==> src/rtl/seg_scanner.sv <==
// Time-multiplexed 7-segment scanner with a double-buffered shadow/display register.
// Optional leading-zero blanking is compiled in when LEADING_ZERO_BLANK_EN is defined.
module seg_scanner #(
    parameter int unsigned DIGITS   = 2,
    parameter int unsigned SCAN_DIV = 100000
) (
    input  logic                  clk,
    input  logic                  reset,
    input  logic [4*DIGITS-1:0]   digits_in,
    input  logic [DIGITS-1:0]     dp_in,
    input  logic                  load,
    input  logic                  enable,
    output logic [7:0]            illuminate,
    output logic [7:0]            segment,
    output logic                  frame_start,
    output logic                  pending
);

    localparam int unsigned CW = (SCAN_DIV > 1) ? $clog2(SCAN_DIV) : 1;
    localparam logic [CW-1:0] CNT_MAX = CW'(SCAN_DIV - 1);
    localparam logic [2:0]    IDX_MAX = 3'(DIGITS - 1);

    logic [CW-1:0]       cnt_q, cnt_d;
    logic [2:0]          idx_q, idx_d;
    logic [4*DIGITS-1:0] shadow_dig_q, shadow_dig_d;
    logic [DIGITS-1:0]   shadow_dp_q, shadow_dp_d;
    logic [4*DIGITS-1:0] disp_dig_q, disp_dig_d;
    logic [DIGITS-1:0]   disp_dp_q, disp_dp_d;
    logic                pending_q, pending_d;
    logic                frame_start_q;
    logic [7:0]          illum_q, illum_d;
    logic [7:0]          seg_q, seg_d;

    logic                tick;
    logic                wrap;
    logic [3:0]          cur_dig;
    logic                cur_dp;
    logic                cur_blank;

    function automatic logic [6:0] decode(input logic [3:0] v);
        logic [6:0] s;
        case (v)
            4'd0:    s = 7'b0000001;
            4'd1:    s = 7'b1001111;
            4'd2:    s = 7'b0010010;
            4'd3:    s = 7'b0000110;
            4'd4:    s = 7'b1001100;
            4'd5:    s = 7'b0100100;
            4'd6:    s = 7'b0100000;
            4'd7:    s = 7'b0001111;
            4'd8:    s = 7'b0000000;
            4'd9:    s = 7'b0000100;
            default: s = 7'b1111111;
        endcase
        return s;
    endfunction

    // Prescaler, scan index and double-buffer next state
    always_comb begin
        tick = (cnt_q == CNT_MAX);
        wrap = tick && (idx_q == IDX_MAX);

        cnt_d = tick ? '0 : cnt_q + CW'(1);

        idx_d = idx_q;
        if (tick) begin
            idx_d = wrap ? 3'd0 : idx_q + 3'd1;
        end

        shadow_dig_d = load ? digits_in : shadow_dig_q;
        shadow_dp_d  = load ? dp_in     : shadow_dp_q;

        disp_dig_d = disp_dig_q;
        disp_dp_d  = disp_dp_q;
        pending_d  = pending_q;
        if (wrap) begin
            // A load coinciding with the wrap bypasses the shadow straight to the display
            disp_dig_d = load ? digits_in : shadow_dig_q;
            disp_dp_d  = load ? dp_in     : shadow_dp_q;
            pending_d  = 1'b0;
        end else if (load) begin
            pending_d = 1'b1;
        end
    end

    // Current-position digit select and output next state
`ifdef LEADING_ZERO_BLANK_EN
    logic [DIGITS-1:0] zero_from;
    logic              all_zero;
`endif

    always_comb begin
        cur_dig   = 4'd0;
        cur_dp    = 1'b0;
        cur_blank = 1'b0;
        illum_d   = 8'hFF;

`ifdef LEADING_ZERO_BLANK_EN
        // zero_from[k]: every displayed digit at position k and above is zero
        zero_from = '0;
        all_zero  = 1'b1;
        for (int unsigned j = 0; j < DIGITS; j++) begin
            all_zero                 = all_zero && (disp_dig_q[4*(DIGITS-1-j) +: 4] == 4'd0);
            zero_from[DIGITS-1-j]    = all_zero;
        end
`endif

        for (int unsigned k = 0; k < DIGITS; k++) begin
            if (idx_q == 3'(k)) begin
                cur_dig    = disp_dig_q[4*k +: 4];
                cur_dp     = disp_dp_q[k];
                illum_d[k] = 1'b0;
`ifdef LEADING_ZERO_BLANK_EN
                cur_blank  = (k != 0) && zero_from[k];
`endif
            end
        end

        seg_d = {cur_blank ? 7'b1111111 : decode(cur_dig), ~cur_dp};

        if (!enable) begin
            illum_d = 8'hFF;
            seg_d   = 8'hFF;
        end
    end

    always_ff @(posedge clk or negedge reset) begin
        if (!reset) begin
            cnt_q         <= '0;
            idx_q         <= 3'd0;
            shadow_dig_q  <= '0;
            shadow_dp_q   <= '0;
            disp_dig_q    <= '0;
            disp_dp_q     <= '0;
            pending_q     <= 1'b0;
            frame_start_q <= 1'b0;
            illum_q       <= 8'hFF;
            seg_q         <= 8'hFF;
        end else begin
            cnt_q         <= cnt_d;
            idx_q         <= idx_d;
            shadow_dig_q  <= shadow_dig_d;
            shadow_dp_q   <= shadow_dp_d;
            disp_dig_q    <= disp_dig_d;
            disp_dp_q     <= disp_dp_d;
            pending_q     <= pending_d;
            frame_start_q <= wrap;
            illum_q       <= illum_d;
            seg_q         <= seg_d;
        end
    end

    assign illuminate  = illum_q;
    assign segment     = seg_q;
    assign frame_start = frame_start_q;
    assign pending     = pending_q;

endmodule

==> config.mk <==
export PLATFORM = sky130hd
export DESIGN_NAME = seg_scanner
export DESIGN_NICKNAME = d
export VERILOG_FILES = /design/src/rtl/seg_scanner.sv
export SDC_FILE = /design/constraint.sdc
export NUM_CORES = 1
export LEC_CHECK = 0
export ABC_AREA = 1
export CORE_UTILIZATION = 40
export DETAILED_ROUTE_END_ITERATION = 8
export GPL_ROUTABILITY_DRIVEN = 0
export PLACE_DENSITY_LB_ADDON = 0.15
export SYNTH_ARGS = -nofsm -noshare
export SYNTH_HDL_FRONTEND = slang
export SYNTH_SLANG_ARGS = --single-unit
==> constraint.sdc <==
create_clock -name clk -period 2 [get_ports clk]
set_input_delay 0.5 -clock clk [delete_from_list [all_inputs] [get_ports clk]]
set_output_delay 0.5 -clock clk [all_outputs]
set_load 0.02 [all_outputs]
==> out/results.txt, run 1 <==
Routed Wire Length: 4730 um
warnings from Yosys: 0
CTS tree: done
Worst Path Buf+Inv: 1
WP data arrival: 1.42 ns
Initial DRC Count: 42
most common cell after layout, fill and taps aside: nand2_1
Worst Tran Pin Value: 0.524 ns
clk sinks: 52
core box area: 0.00639 sq mm
Post-CTS Setup Inserts: 0
largest family of logic cells by synthesized area: simple AND/OR/NAND/NOR gates
HP Class: primary input to asynchronous set/reset pin
Final Max Tran Viols: 0
CTS root buf: clkbuf_8
total power: 1.81 mW
vias in the first global route: 2016
CTS Hold Bufs: 0
minimum clock period: 1.92 ns
maximum clock frequency: 521 MHz
IO Port Bufs: 25
Setup TNS: 0 ns
Gate power share: 5.4%
Post-Synth Adder-Cell Area: 4.24%
Final Cell Area: 0.00309 sq mm
required time worst endpoint: 1.50 ns
post-DR wirelength/cell: 11.2 um
CP top delay family: buffers and inverters
most frequent cells in the layout: nand2_1 (75), dfrtp_1 (42), nor2_1 (39), inv_1 (36), nand3_1 (25)
mux cell area share after synthesis: 0%
Vias/cell: 4.67
cts repair resizes: 0
die width: 83.5 um
area of the die: 0.00697 sq mm
Lkg Pwr: 1.57 nW
Worst setup SP type: register
largest net degree at the start of global routing: 37
RSZ-0062 raised after global routing: no
sequence of cells on the critical path: clkdlybuf4s50_1
worst vdd ir: 0.262 mV
initial core utilization: 41.6%
post-synth design cell area: 0.00266 sq mm
Avg Synthesized Cell Area: 8.51 sq um
TritonRoute pass-1 iters: 4
first-pass GRT wire length: 9090 um
Seq/Total Area, Yosys: 49.5%
clk buf depth: 2
Final period util: 95.9%
Worst setup EP type: output port
Detail Route Antenna Nets: 0
CP Max Fanout: 1
worst setup path start: illuminate[1]
Clock Power Share: 35.0%
status: complete, no violations
I/O pin cnt: 32
clock slew at reported path FFs: 0.09 ns
Max transition margin: 64.9%
Crit Path Category: register to output port
Setup Skew: 0.00549 ns
initial antenna violation count: 0
# setup viols final: 0
RR Startpoint: idx_q[0]
Layout area overhead: 16.4%
Power Dens Cells: 585 mW/mm^2
ANT cells: 0
internal power: 1.39 mW
Post-Synthesis Cells: 312
slowest CP cell: clkdlybuf4s50_1
post-DP HPWL: 3510 um
MaxCap Viol Count: 0
die height: 83.5 um
Tot GR Track Use: 16.1%
cts bufs inserted: 5
Netlist cell types: 31
cell row count: 29
compound-gate portion of the synthesized area: 3.39%
Yosys reg bits: 52
Worst-Skew Late Latency: 0.31 ns
final hold vios: 0
global route overflow: 0
Post-Place Cell Area: 0.00299 sq mm
vias: 1968
xor-xnor portion of the synthesized cell area: 3.96%
Synth Area in Simple Gates: 29.7%
layout cells sized above 1: 13.1%
Net Sw Frac: 22.9%
Switch Pwr: 413 uW
H-Tree Depth: 2
Final nets: 366
sequential power share: 59.6%
drc violations: 0
largest stage delay on the critical path: 0.59 ns
[layout make-up]
class                      count  area (sq um)
multi-input combinational    211          1120
timing repair buffer          32           310
tap                           77          96.3
clock inverter                 2          13.8
inverter                      41           154
clock buffer                   6          82.6
sequential                    52          1310
fill                         608          3290
[metal layers]
metal / global-route usage [%] / vias up / routed length (um)
met3: 4.06 / 7 / 167
met2: 25.1 / 40 / 2140
met4: 6.01 / 0 / 72
li1: - / 1024 / -
met1: 21.7 / 897 / 2350
met5: 0 / - / 0
[sequential cells by signal, summed over array words and instances, names as in the netlist]
name,flops
disp_dp_q,2
shadow_dig_q,8
pending,1
cnt_q,17
segment,8
idx_q,3
shadow_dp_q,2
disp_dig_q,8
illuminate,2
frame_start,1
[power groups by stage]
stage          registers, mW  logic, mW  clock network (mW)
2_1_floorplan           1.10     0.0455                   0
3_3_place_gp            1.10     0.0998                   0
3_5_place_dp            1.10      0.101                   0
4_1_cts                 1.08      0.101               0.667
5_1_grt                 1.08      0.113               0.707
6_report                1.08     0.0976               0.633
[cells by family after synthesis]
logic type                 Yosys count
adders and majority gates            9
DFF                                 52
AOI/OAI and AO/OA                   15
xor gates and xnor gates            12
other                                1
buffers and inverters               54
and+or+nand+nor                    169
[per-stage QoR]
step	worst slack (ns)	hold WS [ns]	utilization [%]	std cells
after CTS	0.0625	0.101	48.4	421
after global routing	0.00478	0.112	48.4	421
after detailed placement	0.173	0.424	46.9	413
final	0.0823	0.100	48.4	421
after floorplan	0.256	0.204	-	317
after global placement	0.188	0.437	46.9	413
[Yosys cell counts (all sizes together)]
cell type  instances  area share [%]
o21bai             1            0.28
nand3b             3            0.85
a31oi              1            0.24
conb               1            0.14
nor3               2            0.57
xnor2              1            0.33
a21oi              1            0.61
dfrtp             42              40
ha                 9             4.2
o21ai             12             2.3
inv               41             5.8
xor2              11             3.6
nand3             27             5.7
clkbuf             3            0.42
dfstp             10             9.9
nor2              43             7.3
nand2             81              12
nand4             12             2.8
and2               1            0.24
buf               10             2.9
[final timing paths]
path                            cells after the start  slack [ns]            end
worst min-delay path                                1        0.10        pending
worst min register to register                      1        0.44     segment[0]
min in group clk                                    1        0.44     segment[0]
worst max-delay path                                1        0.08  illuminate[1]
max in group asynchronous                           2        1.31     segment[6]
worst max register to register                      8        0.17     segment[4]
No activity file was read; power rests on OpenSTA's default activity.
==> run 2: changes to the inputs <==
==> constraint.sdc (replaced) <==
create_clock -name clk -period 2.2 [get_ports clk]
set_input_delay 0.55 -clock clk [delete_from_list [all_inputs] [get_ports clk]]
set_output_delay 0.55 -clock clk [all_outputs]
set_load 0.02 [all_outputs]
==> run 2 against run 1 <==
Effect of this change:
- sequential power fell by 9%
- design area fell by 0.69%
- die area is the same
- clock power shrank 9.8%
- first-iteration DRC count rose to 2.8 times the previous value
- register-to-register slack improved by 0.08 ns
- largest cell class unchanged
- largest power group unchanged
- highest routed layer unchanged
==> out/results.txt, run 2 (same netlist as run 1, synthesis figures left out) <==
die width: 83.5 um
CTS Hold Bufs: 0
most frequent cells in the layout: nand2_1 (75), dfrtp_1 (42), nor2_1 (39), inv_1 (36), nand3_1 (25)
cts bufs inserted: 5
final hold vios: 0
Initial DRC Count: 119
core box area: 0.00639 sq mm
initial antenna violation count: 0
Setup Skew: 0.00416 ns
TritonRoute pass-1 iters: 4
CP Max Fanout: 1
Power Dens Cells: 534 mW/mm^2
Lkg Pwr: 1.54 nW
I/O pin cnt: 32
Final period util: 89.5%
Final Max Tran Viols: 0
IO Port Bufs: 25
Worst-Skew Late Latency: 0.31 ns
RSZ-0062 raised after global routing: no
Post-CTS Setup Inserts: 0
Worst Path Buf+Inv: 1
vias in the first global route: 2054
ANT cells: 0
final hold slack: 0.214 ns
CP top delay family: buffers and inverters
initial core utilization: 41.6%
Routed Wire Length: 4760 um
cts repair resizes: 0
first-pass GRT wire length: 8910 um
global route overflow: 0
post-DP HPWL: 3460 um
post-DR wirelength/cell: 11.4 um
MaxCap Viol Count: 0
slowest CP cell: clkdlybuf4s50_1
minimum clock period: 1.97 ns
largest net degree at the start of global routing: 53
most common cell after layout, fill and taps aside: nand2_1
maximum clock frequency: 508 MHz
sequence of cells on the critical path: clkdlybuf4s50_1
clock slew at reported path FFs: 0.09 ns
layout cells sized above 1: 12.3%
Setup TNS: 0 ns
CTS root buf: clkbuf_8
die height: 83.5 um
status: complete, no violations
Vias/cell: 4.69
clk sinks: 52
Biggest register: cnt_q
CTS tree: done
area of the die: 0.00697 sq mm
worst vdd ir: 0.262 mV
Final nets: 363
Worst setup SP type: register
max FFs per register: 17
Tot GR Track Use: 15.6%
required time worst endpoint: 1.65 ns
Crit Path Category: register to output port
largest stage delay on the critical path: 0.59 ns
vias: 1960
WP data arrival: 1.42 ns
HP Class: primary input to asynchronous set/reset pin
Detail Route Antenna Nets: 0
drc violations: 0
clk buf depth: 2
# setup viols final: 0
H-Tree Depth: 2
cell row count: 29
Layout area overhead: 15.6%
Worst setup EP type: output port
run 2: metrics by stage:
| step | cell area, sq um | total power [mW] | cells | setup slack (ns) | util [%] |
|---|---|---|---|---|---|
| floorplan | 2670 | 1.04 | 317 | 0.456 | - |
| global placement | 2970 | 1.09 | 410 | 0.327 | 46.5 |
| detailed placement | 2970 | 1.09 | 410 | 0.195 | 46.5 |
| CTS | 3070 | 1.67 | 418 | 0.177 | 48.0 |
| global route | 3070 | 1.72 | 418 | 0.0802 | 48.1 |
| finish | 3070 | 1.64 | 418 | 0.231 | 48.1 |
run 2: layer usage:
metal / track usage [%] / routed length, um
met1: 19.2 / 2330
met2: 27.0 / 2210
met3: 4.15 / 167
met4: 4.47 / 44
met5: 0 / 0
run 2: area by class of cell:
| type | count | area (sq um) |
|---|---|---|
| Fill cell | 643 | 3320 |
| Sequential cell | 52 | 1310 |
| Multi-Input combinational cell | 211 | 1120 |
| Timing Repair Buffer | 29 | 288 |
| Inverter | 41 | 154 |
| Tap cell | 77 | 96.3 |
| Clock buffer | 6 | 82.6 |
| Clock inverter | 2 | 15.0 |
run 2: path summary, 6_finish.rpt:
check                             start               to  slack (ns)  cells after the start
setup / recovery             segment[0]       segment[0]        0.23                      1
hold reg to reg            disp_dp_q[1]       segment[0]        0.44                      1
max in group asynchronous         reset       segment[7]        1.70                      2
setup reg to reg               idx_q[1]       segment[4]        0.25                      9
min in group clk           disp_dp_q[1]       segment[0]        0.44                      1
hold / removal                    reset  shadow_dig_q[0]        0.21                      2
run 2: power by group:
group	total [mW]	switching [mW]	internal, mW
Clock	0.571	0.316	0.255
Combinational	0.0886	0.0534	0.0351
Sequential	0.980	0.00426	0.975
Total	1.64	0.374	1.27
==> run 3: changes to the inputs <==
--- a/config.mk
+++ b/config.mk
@@ -9,7 +9,9 @@
 export CORE_UTILIZATION = 40
 export DETAILED_ROUTE_END_ITERATION = 8
 export GPL_ROUTABILITY_DRIVEN = 0
+export MAX_ROUTING_LAYER = met4
 export PLACE_DENSITY_LB_ADDON = 0.15
+export SKIP_LAST_GASP = 1
 export SYNTH_ARGS = -nofsm -noshare
 export SYNTH_HDL_FRONTEND = slang
 export SYNTH_SLANG_ARGS = --single-unit
==> run 3 against run 2 <==
Effect of this change:
- first-iteration DRC count fell by 10%
- final cell count stayed put
- global-route usage grew 0.39 points
- critical path type unchanged
- critical endpoint unchanged
- largest power group unchanged
- highest routed layer unchanged
==> out/results.txt, run 3 (same netlist as run 1, synthesis figures left out) <==
CTS root buf: clkbuf_8
H-Tree Depth: 2
Place WS: 0.195 ns
final non-filler cell total: 418
worst vdd ir: 0.262 mV
RSZ-0062 raised after global routing: no
Biggest register: cnt_q
die height: 83.5 um
Tot GR Track Use: 16.0%
Final period util: 89.4%
CTS tree: done
Worst-Skew Late Latency: 0.30 ns
most frequent cells in the layout: nand2_1 (75), dfrtp_1 (42), nor2_1 (39), inv_1 (36), nand3_1 (25)
Worst setup EP type: output port
ANT cells: 0
vias in the first global route: 2052
slowest CP cell: clkdlybuf4s50_1
maximum clock frequency: 508 MHz
vias: 1954
WP data arrival: 1.42 ns
I/O pin cnt: 32
Routed Wire Length: 4750 um
Setup Skew: 0.00477 ns
Setup TNS: 0 ns
initial antenna violation count: 0
post-DR wirelength/cell: 11.4 um
Final nets: 363
largest stage delay on the critical path: 0.59 ns
Vias/cell: 4.67
CP Max Fanout: 1
Post-Place Cell Area: 0.00297 sq mm
total power: 1.64 mW
cts bufs inserted: 5
status: complete, no violations
Layout area overhead: 15.6%
Final Cell Area: 0.00307 sq mm
CP top delay family: buffers and inverters
clk sinks: 52
MaxCap Viol Count: 0
final hold slack: 0.216 ns
Lkg Pwr: 1.54 nW
clock slew at reported path FFs: 0.09 ns
Final Max Tran Viols: 0
post-DP HPWL: 3460 um
TritonRoute pass-1 iters: 4
final hold vios: 0
Worst setup SP type: register
fillers: 643
layout cells sized above 1: 12.3%
most common cell after layout, fill and taps aside: nand2_1
Crit Path Category: register to output port
HP Class: primary input to asynchronous set/reset pin
Power Dens Cells: 534 mW/mm^2
Multi-input gate area: 0.00112 sq mm
Initial DRC Count: 107
minimum clock period: 1.97 ns
initial core utilization: 41.6%
largest net degree at the start of global routing: 53
placed cells: 410
CTS Hold Bufs: 0
core box area: 0.00639 sq mm
Worst Path Buf+Inv: 1
cell row count: 29
Detail Route Antenna Nets: 0
FF/Latch Area: 0.00131 sq mm
drc violations: 0
Post-CTS Setup Inserts: 0
die width: 83.5 um
max FFs per register: 17
required time worst endpoint: 1.65 ns
Util after Layout: 48.1%
sequence of cells on the critical path: clkdlybuf4s50_1
post-route setup slack: 0.233 ns
first-pass GRT wire length: 8900 um
IO Port Bufs: 25
area of the die: 0.00697 sq mm
global route overflow: 0
clk buf depth: 2
# setup viols final: 0
run 3: routing by layer:
metal	wire, um	vias up	part of all wire (%)	track usage (%)
li1	-	1013	-	-
met1	2340	901	49	19.2
met2	2210	36	47	27.0
met3	164	4	3.5	3.86
met4	34	0	0.72	4.47
met5	0	-	0	-
run 3: layout make-up:
type / instances / share of cell area, %
clock buffer: 6 / 2.69
inverter: 41 / 5.01
multi-input combinational: 211 / 36.5
sequential: 52 / 42.8
tap: 77 / 3.14
clock inverter: 2 / 0.489
timing repair buffer: 29 / 9.37
run 3: power by group:
part           switching (mW)  total, mW  internal [mW]
registers             0.00426      0.980          0.975
logic                  0.0534     0.0885         0.0351
clock network           0.316      0.572          0.255
run 3: final timing paths:
check	from	to	slack (ns)	cells after the start
setup / recovery	segment[0]	segment[0]	0.23	1
hold / removal	reset	shadow_dig_q[0]	0.22	2
setup reg to reg	idx_q[1]	segment[4]	0.25	9
hold reg to reg	disp_dp_q[1]	segment[0]	0.44	1
max in group asynchronous	reset	segment[7]	1.70	2
min in group clk	disp_dp_q[1]	segment[0]	0.44	1
run 3: repair_timing:
item	4_1_cts	5_1_grt
endpoints found under the setup margin	0	2
endpoints found under the hold margin	0	0
resized for setup	0	1
